File: config.mk
export PLATFORM = sky130hd
export DESIGN_NAME = rf_writeback_arb
export DESIGN_NICKNAME = d
export VERILOG_FILES = /design/src/rtl/rf_pkg.sv /design/src/rtl/wb_fifo.sv /design/src/rtl/rf_writeback_arb.sv
export SDC_FILE = /design/constraint.sdc
export NUM_CORES = 1
export LEC_CHECK = 0
export CAP_MARGIN = 30
export CORE_MARGIN = 2
export CORE_UTILIZATION = 32
export CTS_CLUSTER_SIZE = 20
export DETAILED_ROUTE_END_ITERATION = 6
export HOLD_SLACK_MARGIN = 0.1
export PLACE_DENSITY = 0.6
export SYNTH_ARGS = -nofsm -noshare
export SYNTH_HDL_FRONTEND = slang
export SYNTH_SLANG_ARGS = --single-unit
File: constraint.sdc
create_clock -name clk -period 3.6 [get_ports clk]
set_input_delay 0.9 -clock clk [delete_from_list [all_inputs] [get_ports clk]]
set_output_delay 0.9 -clock clk [all_outputs]
set_load 0.005 [all_outputs]
File: src/rtl/rf_pkg.sv
// Shared register-file definitions for the write-back slice.
package rf_pkg;

  localparam int unsigned NUM_REGS = 32;
  localparam int unsigned REG_W    = 32;
  localparam int unsigned RO_REGS  = 3;

  typedef logic [4:0] reg_idx_t;

  typedef struct packed {
    reg_idx_t          rd;
    logic [REG_W-1:0]  data;
  } wb_req_t;

endpackage

File: src/rtl/wb_fifo.sv
// Small FIFO of write-back requests; no bypass, simultaneous push/pop allowed.
module wb_fifo
  import rf_pkg::*;
#(
  parameter int unsigned DEPTH = 2,
  parameter type         T     = wb_req_t
) (
  input  logic                           clk,
  input  logic                           reset,
  input  logic                           push,
  input  T                               push_data,
  input  logic                           pop,
  output T                               head,
  output logic                           full,
  output logic                           empty,
  output logic [$clog2(DEPTH+1)-1:0]     count
);

  localparam int unsigned PW = (DEPTH > 1) ? $clog2(DEPTH) : 1;
  localparam int unsigned CW = $clog2(DEPTH + 1);

  T              r_mem [DEPTH];
  logic [PW-1:0] r_wptr;
  logic [PW-1:0] r_rptr;
  logic [CW-1:0] r_count;

  logic w_push;
  logic w_pop;

  assign full   = (r_count == CW'(DEPTH));
  assign empty  = (r_count == '0);
  assign count  = r_count;
  assign head   = r_mem[r_rptr];
  assign w_push = push && !full;
  assign w_pop  = pop && !empty;

  // DEPTH is a power of two, so pointer overflow is the modulo wrap.
  always_ff @(posedge clk) begin
    if (reset) begin
      r_wptr  <= '0;
      r_rptr  <= '0;
      r_count <= '0;
    end else begin
      if (w_push) r_wptr <= r_wptr + PW'(1);
      if (w_pop)  r_rptr <= r_rptr + PW'(1);
      if (w_push && !w_pop)      r_count <= r_count + CW'(1);
      else if (w_pop && !w_push) r_count <= r_count - CW'(1);
    end
  end

  always_ff @(posedge clk) begin
    if (w_push) r_mem[r_wptr] <= push_data;
  end

endmodule

File: src/rtl/rf_writeback_arb.sv
// Register-file write-port owner: arbitrates ALU results against queued
// load responses, registers the write strobe and tracks pending loads.
module rf_writeback_arb
  import rf_pkg::*;
#(
  parameter int unsigned DATA_W   = REG_W,
  parameter int unsigned ADDR_W   = 5,
  parameter int unsigned LQ_DEPTH = 2,
  parameter int unsigned RO_REGS  = 3
) (
  input  logic                  clk,
  input  logic                  reset,
  input  logic                  alu_valid,
  output logic                  alu_ready,
  input  logic [ADDR_W-1:0]     alu_rd,
  input  logic [DATA_W-1:0]     alu_data,
  input  logic                  ld_issue_valid,
  input  logic [ADDR_W-1:0]     ld_issue_rd,
  input  logic                  ld_resp_valid,
  output logic                  ld_resp_ready,
  input  logic [ADDR_W-1:0]     ld_resp_rd,
  input  logic [DATA_W-1:0]     ld_resp_data,
  output logic                  rf_write_enable,
  output logic [ADDR_W-1:0]     rf_write_reg,
  output logic [DATA_W-1:0]     rf_write_data,
  output logic [2**ADDR_W-1:0]  busy_mask
);

  localparam int unsigned NREGS = 2**ADDR_W;
  localparam int unsigned CW    = $clog2(LQ_DEPTH + 1);

  typedef struct packed {
    logic [ADDR_W-1:0] rd;
    logic [DATA_W-1:0] data;
  } req_t;

  req_t              w_push_req;
  req_t              w_head;
  logic              w_full;
  logic              w_empty;
  logic [CW-1:0]     w_count;
  logic              w_push;
  logic              w_pop;
  logic              w_alu_win;
  logic              w_win;
  logic [ADDR_W-1:0] w_sel_rd;
  logic [DATA_W-1:0] w_sel_data;
  logic              w_wr_ok;
  logic [NREGS-1:0]  w_busy_nxt;

  logic              r_we;
  logic [ADDR_W-1:0] r_wreg;
  logic [DATA_W-1:0] r_wdata;
  logic [NREGS-1:0]  r_busy;

  assign w_push_req.rd   = ld_resp_rd;
  assign w_push_req.data = ld_resp_data;

  assign alu_ready     = !w_full;
  assign ld_resp_ready = !w_full;
  assign w_push        = ld_resp_valid && !w_full;

  wb_fifo #(
    .DEPTH (LQ_DEPTH),
    .T     (req_t)
  ) u_lq (
    .clk       (clk),
    .reset     (reset),
    .push      (w_push),
    .push_data (w_push_req),
    .pop       (w_pop),
    .head      (w_head),
    .full      (w_full),
    .empty     (w_empty),
    .count     (w_count)
  );

  // A full queue always drains first so the ALU stalls for one cycle at most.
  always_comb begin
    w_pop      = 1'b0;
    w_alu_win  = 1'b0;
    w_sel_rd   = '0;
    w_sel_data = '0;
    if (w_full) begin
      w_pop      = 1'b1;
      w_sel_rd   = w_head.rd;
      w_sel_data = w_head.data;
    end else if (alu_valid) begin
      w_alu_win  = 1'b1;
      w_sel_rd   = alu_rd;
      w_sel_data = alu_data;
    end else if (!w_empty) begin
      w_pop      = 1'b1;
      w_sel_rd   = w_head.rd;
      w_sel_data = w_head.data;
    end
  end

  assign w_win   = w_pop || w_alu_win;
  assign w_wr_ok = (w_sel_rd >= ADDR_W'(RO_REGS));

  // Clear before set so a same-cycle issue to the popped register stays pending.
  always_comb begin
    w_busy_nxt = r_busy;
    if (w_pop) w_busy_nxt[w_head.rd] = 1'b0;
    if (ld_issue_valid) w_busy_nxt[ld_issue_rd] = 1'b1;
    for (int unsigned i = 0; i < RO_REGS; i++) w_busy_nxt[i] = 1'b0;
  end

  always_ff @(posedge clk) begin
    if (reset) begin
      r_we    <= 1'b0;
      r_wreg  <= '0;
      r_wdata <= '0;
      r_busy  <= '0;
    end else begin
      r_we   <= w_win && w_wr_ok;
      r_busy <= w_busy_nxt;
      if (w_win && w_wr_ok) begin
        r_wreg  <= w_sel_rd;
        r_wdata <= w_sel_data;
      end
    end
  end

  assign rf_write_enable = r_we;
  assign rf_write_reg    = r_wreg;
  assign rf_write_data   = r_wdata;
  assign busy_mask       = r_busy;

  logic w_unused;
  assign w_unused = ^w_count;

endmodule
Word level (Yosys, flattened, before mapping)
Memory sizes are Yosys's and may differ from the RTL's. A register that Yosys moved wholly into a read port is not among the register bits.
Index checks and enable logic that the tools add are counted.
{"block": "word_totals", "ff_bits": 74, "mem_bits_rw": 74, "input_bits": 84, "output_inout_bits": 72, "n_memories": 1}
{"memory": "u_lq.r_mem", "depth": 2, "word_bits": 37, "rd": 1, "rd_clocked_by_memory_dff": 1, "wr": 1, "line": "wb_fifo.sv:22", "text": "T r_mem [DEPTH];"}
{"block": "op_classes", "add_sub_neg": 4, "n_lt_le_gt_ge": 5, "eq_ne": 1, "muxes": 23, "n_bitwise": 3, "reduce_logical": 15}
{"operator": "2-to-1 mux 32 bit", "n": 5}
{"operator": "AND 32 bit", "n": 1}
{"operator": "NOT 32 bit", "n": 1}
{"operator": "bitwise OR 32 bit", "n": 1}
{"operator": "2-to-1 mux 5 bit", "n": 3}
{"operator": "less-than comparator 5 x 6 -> 1 bit (second input constant)", "n": 2}
{"operator": "2-to-1 mux 1 bit", "n": 11}
{"operator": "demux 1 bit (select 5 bit)", "n": 2}
{"operator": "greater-or-equal comparator 5 x 1 -> 1 bit (second input constant)", "n": 2}
{"operator": "logical AND 1 bit", "n": 8}
{"operator": "greater-or-equal comparator 5 x 2 -> 1 bit (second input constant)", "n": 1}
{"operator": "zero test 1 bit", "n": 4}
{"operator": "2-to-1 mux 2 bit", "n": 2}
{"operator": "adder 1 bit (second input constant)", "n": 2}
{"operator": "adder 2 x 1 -> 2 bit (second input constant)", "n": 1}
{"operator": "equality test 2 bit (second input constant)", "n": 1}
{"operator": "zero test 2 bit", "n": 1}
{"operator": "nonzero test 2 bit", "n": 1}
{"operator": "subtractor 2 x 1 -> 2 bit (second input constant)", "n": 1}
{"operator": "logical OR 1 bit", "n": 1}

Depth between registers and ports, before layout
Gate-level depths: netlist of run 1.
{"block": "depth", "ltp_word": 9, "mapped_depth": 9, "mapped_depth_nobuf": 7}

Hierarchy
From an unflattened synthesis of run 1, not the netlist that was laid out.
{"block": "hier_totals", "cells_unflattened": 508, "area_unflattened_um2": 6219.7}
{"module": "rf_writeback_arb", "n_inst": 1, "cells_each": 368, "area_per_inst_um2": 3335.7}
{"module": "wb_fifo", "n_inst": 1, "cells_each": 140, "area_per_inst_um2": 2884.0}

Worst setup path after synthesis of run 1
No wires, ideal clock.
{"block": "synth_timing", "path_type": "flip-flop to flip-flop", "startpoint": "register u_lq.r_count[0], in the netlist u_lq.count[0]", "endpoint": "memory u_lq.r_mem[0][0] (netlist name), enable pin", "setup_ps": 431, "arrival_time_ps": 2649, "required_time_ps": 3169, "setup_slack_ps": 520, "stages_incl_launch_ff": 6, "path_buffers": 2, "path_cell_list": "dfxtp_1 -> nand2b_1 -> buf_4 -> clkbuf_1 -> nand2_1 -> nor2_1"}
{"block": "synth_via", "elab_chain_len": 6}
{"element": "start: declaration", "line": "wb_fifo.sv:25", "text": "logic [CW-1:0] r_count;"}
{"element": "start signal: assignment", "line": "wb_fifo.sv:46", "text": "if (w_push && !w_pop) r_count <= r_count + CW'(1);"}
{"element": "start signal: assignment", "line": "wb_fifo.sv:47", "text": "else if (w_pop && !w_push) r_count <= r_count - CW'(1);"}
{"element": "equality test 2 bit (*)", "line": "wb_fifo.sv:30", "text": "assign full = (r_count == CW'(DEPTH));"}
{"element": "zero test 1 bit (*)"}
{"element": "net alu_ready", "line": "rf_writeback_arb.sv:14", "text": "output logic alu_ready,"}
{"element": "logical AND 1 bit", "line": "rf_writeback_arb.sv:61", "text": "assign w_push = ld_resp_valid && !w_full;"}
{"element": "logical AND 1 bit (*)", "line": "wb_fifo.sv:34", "text": "assign w_push = push && !full;"}
{"element": "2-to-1 mux 1 bit (*)", "line": "wb_fifo.sv:52", "text": "if (w_push) r_mem[r_wptr] <= push_data;"}
{"element": "2-to-1 mux 1 bit (not written as such) (*)", "line": "wb_fifo.sv:52"}
{"element": "end: declaration", "line": "wb_fifo.sv:22"}
Mark *: on every way through the listed nets, which the timed path passes. The rest lies on a longest branch.

Worst setup path in the final report of run 1
{"block": "layout_timing", "startpoint": "register u_lq.r_count[0], in the netlist u_lq.count[0]", "endpoint": "output ld_resp_ready"}
{"block": "layout_via", "elab_chain_len": 2}
{"element": "equality test 2 bit", "line": "wb_fifo.sv:30"}
{"element": "zero test 1 bit", "line": "rf_writeback_arb.sv:60", "text": "assign ld_resp_ready = !w_full;"}
{"element": "end: declaration", "line": "rf_writeback_arb.sv:20", "text": "output logic ld_resp_ready,"}
No other way between the ends.

==> reports/qor.csv, run 1 <==
metric,value,unit
status,"complete, no violations",
rows,52,
grt_max_degree,43,
fp.dieW,147,µm
netlist_area,0.00658,mm²
ant_nets,0,
seq_area_frac_synth,55.7,%
async_flop_share,0,%
synth.area.top_cells,"edfxtp_1, dfxtp_1, mux2i_1",
max_freq,375,MHz
post-route-period-util,74.1,%
leakagePower,2.93,nW
ys_ff_latch,146,
initial_core_util,32.5,%
htree_levels,4,
io_pins,156,
ys_types,40,
hp-start,rf_write_reg[3],
cts_resized,0,
ff2ff_setup_slack,1.12,ns
min_period,2.67,ns
routed_via_density,5.29,
cts_setup_buffers,0,
setup_tns,0,ns
grt_antenna_before_repair,0,
cts_sinks,146,
path_cells,nand2b_2 -> clkdlybuf4s50_1,
first_pass_iters,5,
synth_flop_cell,edfxtp_1,
hold_ws,0.473,ns
cts_tree,done,
max_slew_margin,48.5,%
synth_top_area_share,33.8,%
critPathBufInv,1,
synthTopCellsByCount,"nand2_1, edfxtp_1, dfxtp_1",
grt_pass1_vias,5444,
post-dp-hpwl,12.5,mm
startpoint_type,flop,
drive_gt1_share,7.52,%
place.port_buffers,152,
cpPeakStageDelay,0.64,ns
synth_edf_count,74,
synth.avg_cell_area,10.5,µm²
yosysWarnings,0,
fin_skew,0.00774,ns
place_area,0.00829,mm²
cp.arrival,1.77,ns
grt_pass1_wl,29.6,mm
regMostFlops,u_lq.r_mem,
fin_nets,843,
worst_slew_pin_slew,0.772,ns
drt_iter0_drc,381,
rsz0062_at_grt,no,
final_util,43.4,%
ctsHoldBuffers,0,
cts_root_buf,clkbuf_16,
vias,5505,
synth_top_cell_by_area,edfxtp_1,
worstHoldPathCells,2,
r2r_cells,5,
vdd_ir_drop_max,0.000334,V
cp-end-kind,output pin,
pwr_density_cell,660,mW/mm²
grt_remaining_overflow,0,
cpLargestDelayFamily,buffers and inverters,
crit_path_max_fanout,18,
final_area,0.00879,mm²
grtUsageTotal,17.6,%
yosysMostFrequentCell,nand2_1,
reg2reg_to,rf_write_data[19],
syn_inst,626,
tritoncts.num_buffers,17,
routed_wl,18.8,mm
slew_viol_final,0,
cap_violations,0,
wl_per_cell,18.0,µm
slowest_stage,clkdlybuf4s50_1,
drc_errors,0,
insertion_delay,0.42,ns
die-area,0.0217,mm²
core_area,0.0202,mm²
hold_class,reg -> reg,
setup_viol,0,
hold_viol_final,0,
power.total,5.80,mW
fp.dieH,147,µm
holdPathEnd,rf_write_reg[3],
n_antenna_cell,0,
cp.required,2.70,ns
cts.path.max_buffers,2,
crit_type,reg -> out,
gp_congestion,0.773,
path_clk_slew,0.06,ns
synthToLayoutAreaGrowth,33.6,%
largest_register_ffs,74,
-- cells by family after synthesis --
group           Yosys count  synth area share, %
compound gates          249                 24.9
xor+xnor                  4                0.533
fa+ha+maj                 1                0.190
buf+inv                  65                 4.92
flops                   146                 55.7
mux                      38                 5.86
other cells               1               0.0570
simple gates            122                 7.89
-- power breakdown --
part	internal (mW)	leakage [nW]	switching [mW]	total [mW]
Sequential	2.08	1.28	0.232	2.31
Clock	0.867	0.257	0.663	1.53
Combinational	0.869	1.39	1.09	1.95
Total	3.82	2.93	1.98	5.80
-- worst min-delay path: cells and delay by family, from the launching register on --
kind            cells  cell delay, ns
flops               1            0.31
simple gates        1            0.06
compound gates      1            0.06
-- final cells by class --
class,count,area (µm²)
timing repair buffer,167,1640
tap,270,338
multi-input combinational,417,2610
clock inverter,12,66.3
inverter,9,33.8
fill,1930,11400
sequential,146,3670
clock buffer,20,437
-- worst max path at each step --
stage	slack, ns	end	startpoint	depth (start not counted)
6_report	0.93	ld_resp_ready	u_lq.count[0]	2
5_1_grt	0.89	ld_resp_ready	u_lq.count[0]	2
4_1_cts	0.93	ld_resp_ready	u_lq.count[0]	2
3_5_place_dp	0.84	rf_write_data[2]	alu_rd[0]	5
3_3_place_gp	0.85	rf_write_data[22]	alu_rd[0]	5
2_1_floorplan	0.52	u_lq.r_mem[0][0]	u_lq.count[0]	5
-- metal layers --
metal	GRT usage (%)	vias up	share of wire, %
met3	5.56	8	8.1
met2	28.0	202	46
met1	23.7	2650	45
met5	0	-	0
met4	3.94	0	0.67
li1	-	2645	-
-- metrics by stage --
| stage | instances | setup WS [ns] |
|---|---|---|
| after floorplan | 628 | 0.520 |
| final | 1041 | 0.934 |
| after detailed placement | 1009 | 0.840 |
| after CTS | 1041 | 0.932 |
| after global routing | 1041 | 0.891 |
| after global placement | 1009 | 0.853 |
-- placed cells by master (no fill, tap or decap), types with 4 or more instances in the layout --
master and instances:
clkdlybuf4s50_1 150, nand2_1 86, edfxtp_1 74, dfxtp_1 69, a21oi_1 65, o21ai_0 40
mux2i_1 36, a31o_1 35, a311oi_1 34, o22ai_1 33, o21ai_1 28, clkbuf_16 17
buf_4 14, nor2_1 12, inv_1 8, clkinv_2 7, o32ai_1 5, nor3b_1 5
nand3_1 4
Note: power is estimated with default switching activity, not from simulation.
==> inputs of run 2 (changes only) <==
- clock period: 3.6 -> 2.5 ns (I/O delays scaled with it)
==> run 2 against run 1 <==
Effect of this change: register-to-register slack worse by 0.64 ns; clock power is 58% higher; global-route usage is 0.23 points lower; critical path type unchanged; cell count is 1.1% higher; sequential power is 43% higher; non-clock buffer count is 11 higher; worst setup slack worse by 0.70 ns; final area is 2.1% higher; hold slack worse by 0.00079 ns; via count is 0.53% lower; clock skew is 0.0015 ns higher.
==> reports/qor.csv, run 2 (synthesis gave the netlist of run 1 again) <==
metric,value,unit
cp-end-kind,output pin,
grtUsageTotal,17.4,%
crit_type,reg -> out,
post-dp-hpwl,12.7,mm
tritoncts.num_buffers,17,
vdd_ir_drop_max,0.000627,V
fp.dieW,147,µm
rsz0062_at_grt,no,
grt_pass1_wl,29.1,mm
pwr_density_cell,969,mW/mm²
rows,52,
drc_errors,0,
synthToLayoutAreaGrowth,36.4,%
dp_slack,0.250,ns
wl_per_cell,17.6,µm
startpoint_type,flop,
drt_iter0_drc,347,
grt_pass1_vias,5221,
max_freq,441,MHz
leakagePower,3.01,nW
crit_path_max_fanout,18,
insertion_delay,0.42,ns
cts_setup_buffers,0,
cts_tree,done,
fin_skew,0.00922,ns
die-area,0.0217,mm²
cp.arrival,1.64,ns
routed_wl,18.6,mm
fp.dieH,147,µm
min_period,2.27,ns
fin_nets,854,
ant_nets,0,
layout_commonest_cell,clkdlybuf4s50_1,
core_area,0.0202,mm²
initial_core_util,32.5,%
post-route-period-util,90.6,%
setup_viol,0,
slew_viol_final,0,
place.port_buffers,152,
n_antenna_cell,0,
cp.required,1.88,ns
grt_max_degree,41,
hold_class,reg -> reg,
finalWorstSetupSlack,0.235,ns
max_slew_margin,51.9,%
cts.path.max_buffers,2,
setup_tns,0,ns
cap_violations,0,
path_clk_slew,0.06,ns
cts_sinks,146,
final_cell_mix,"clkdlybuf4s50_1, nand2_1, edfxtp_1",
status,"complete, no violations",
routed_via_density,5.21,
gp_congestion,0.781,
grt_antenna_before_repair,0,
first_pass_iters,4,
grt_remaining_overflow,0,
largest_register_ffs,74,
cts_root_buf,clkbuf_16,
ff2ff_setup_slack,0.48,ns
hold_viol_final,0,
io_pins,156,
worst_slew_pin_slew,0.717,ns
htree_levels,4,
vias,5476,
regMostFlops,u_lq.r_mem,
drive_gt1_share,8.31,%
[run 2: layout make-up]
cell class | count | area (µm²)
Inverter | 9 | 33.8
Sequential cell | 146 | 3670
Multi-Input combinational cell | 417 | 2620
Clock inverter | 12 | 118
Timing Repair Buffer | 178 | 1770
Tap cell | 270 | 338
Fill cell | 1895 | 11300
Clock buffer | 20 | 437
[run 2: report_power, final]
group	switching [mW]	leakage [nW]	internal, mW
Sequential	0.297	1.28	3.00
Combinational	1.61	1.46	1.38
Clock	0.957	0.264	1.45
Total	2.86	3.01	5.83
[run 2: what timing repair did]
item | 4_1_cts | 5_1_grt
setup endpoints to repair | 0 | 1
resized for setup | 0 | 1
hold buffers | 0 | 0
[run 2: final timing paths]
path,from,to,cells after the start
max,u_lq.count[0],ld_resp_ready,2
min,rf_write_data[26],rf_write_data[26],1
max reg2reg,flop,rf_write_data[25],6
min reg2reg,rf_write_data[26],rf_write_data[26],1
[run 2: through the flow]
step	power [mW]	cells	hold slack [ns]	cell area (µm²)	utilization, %
final	8.70	1052	0.472	8980	44.4
after global routing	9.20	1052	0.500	8980	44.4
after CTS	8.77	1052	0.475	8970	44.3
after detailed placement	6.34	1020	0.462	8420	41.6
after global placement	6.33	1020	0.455	8420	41.6
after floorplan	5.05	628	0.464	6590	-
[run 2: worst max-delay path: stages (launching register included)]
cell and delay [ns]:
dfxtp_2 0.32, nand2b_4 0.28, clkdlybuf4s50_1 0.62
[run 2: per-layer routing]
metal / vias up / track usage (%) / routed length, µm
met2: 185 / 27.2 / 8670
met1: 2612 / 23.5 / 8280
met4: 0 / 3.32 / 105
li1: 2669 / - / -
met5: - / 0 / 0
met3: 10 / 6.02 / 1510
==> inputs of run 3 (changes only) <==
- PLACE_DENSITY: 0.6 -> not set
==> results of run 3 <==
The final DEF is identical to that of run 2; final timing and power are the same.
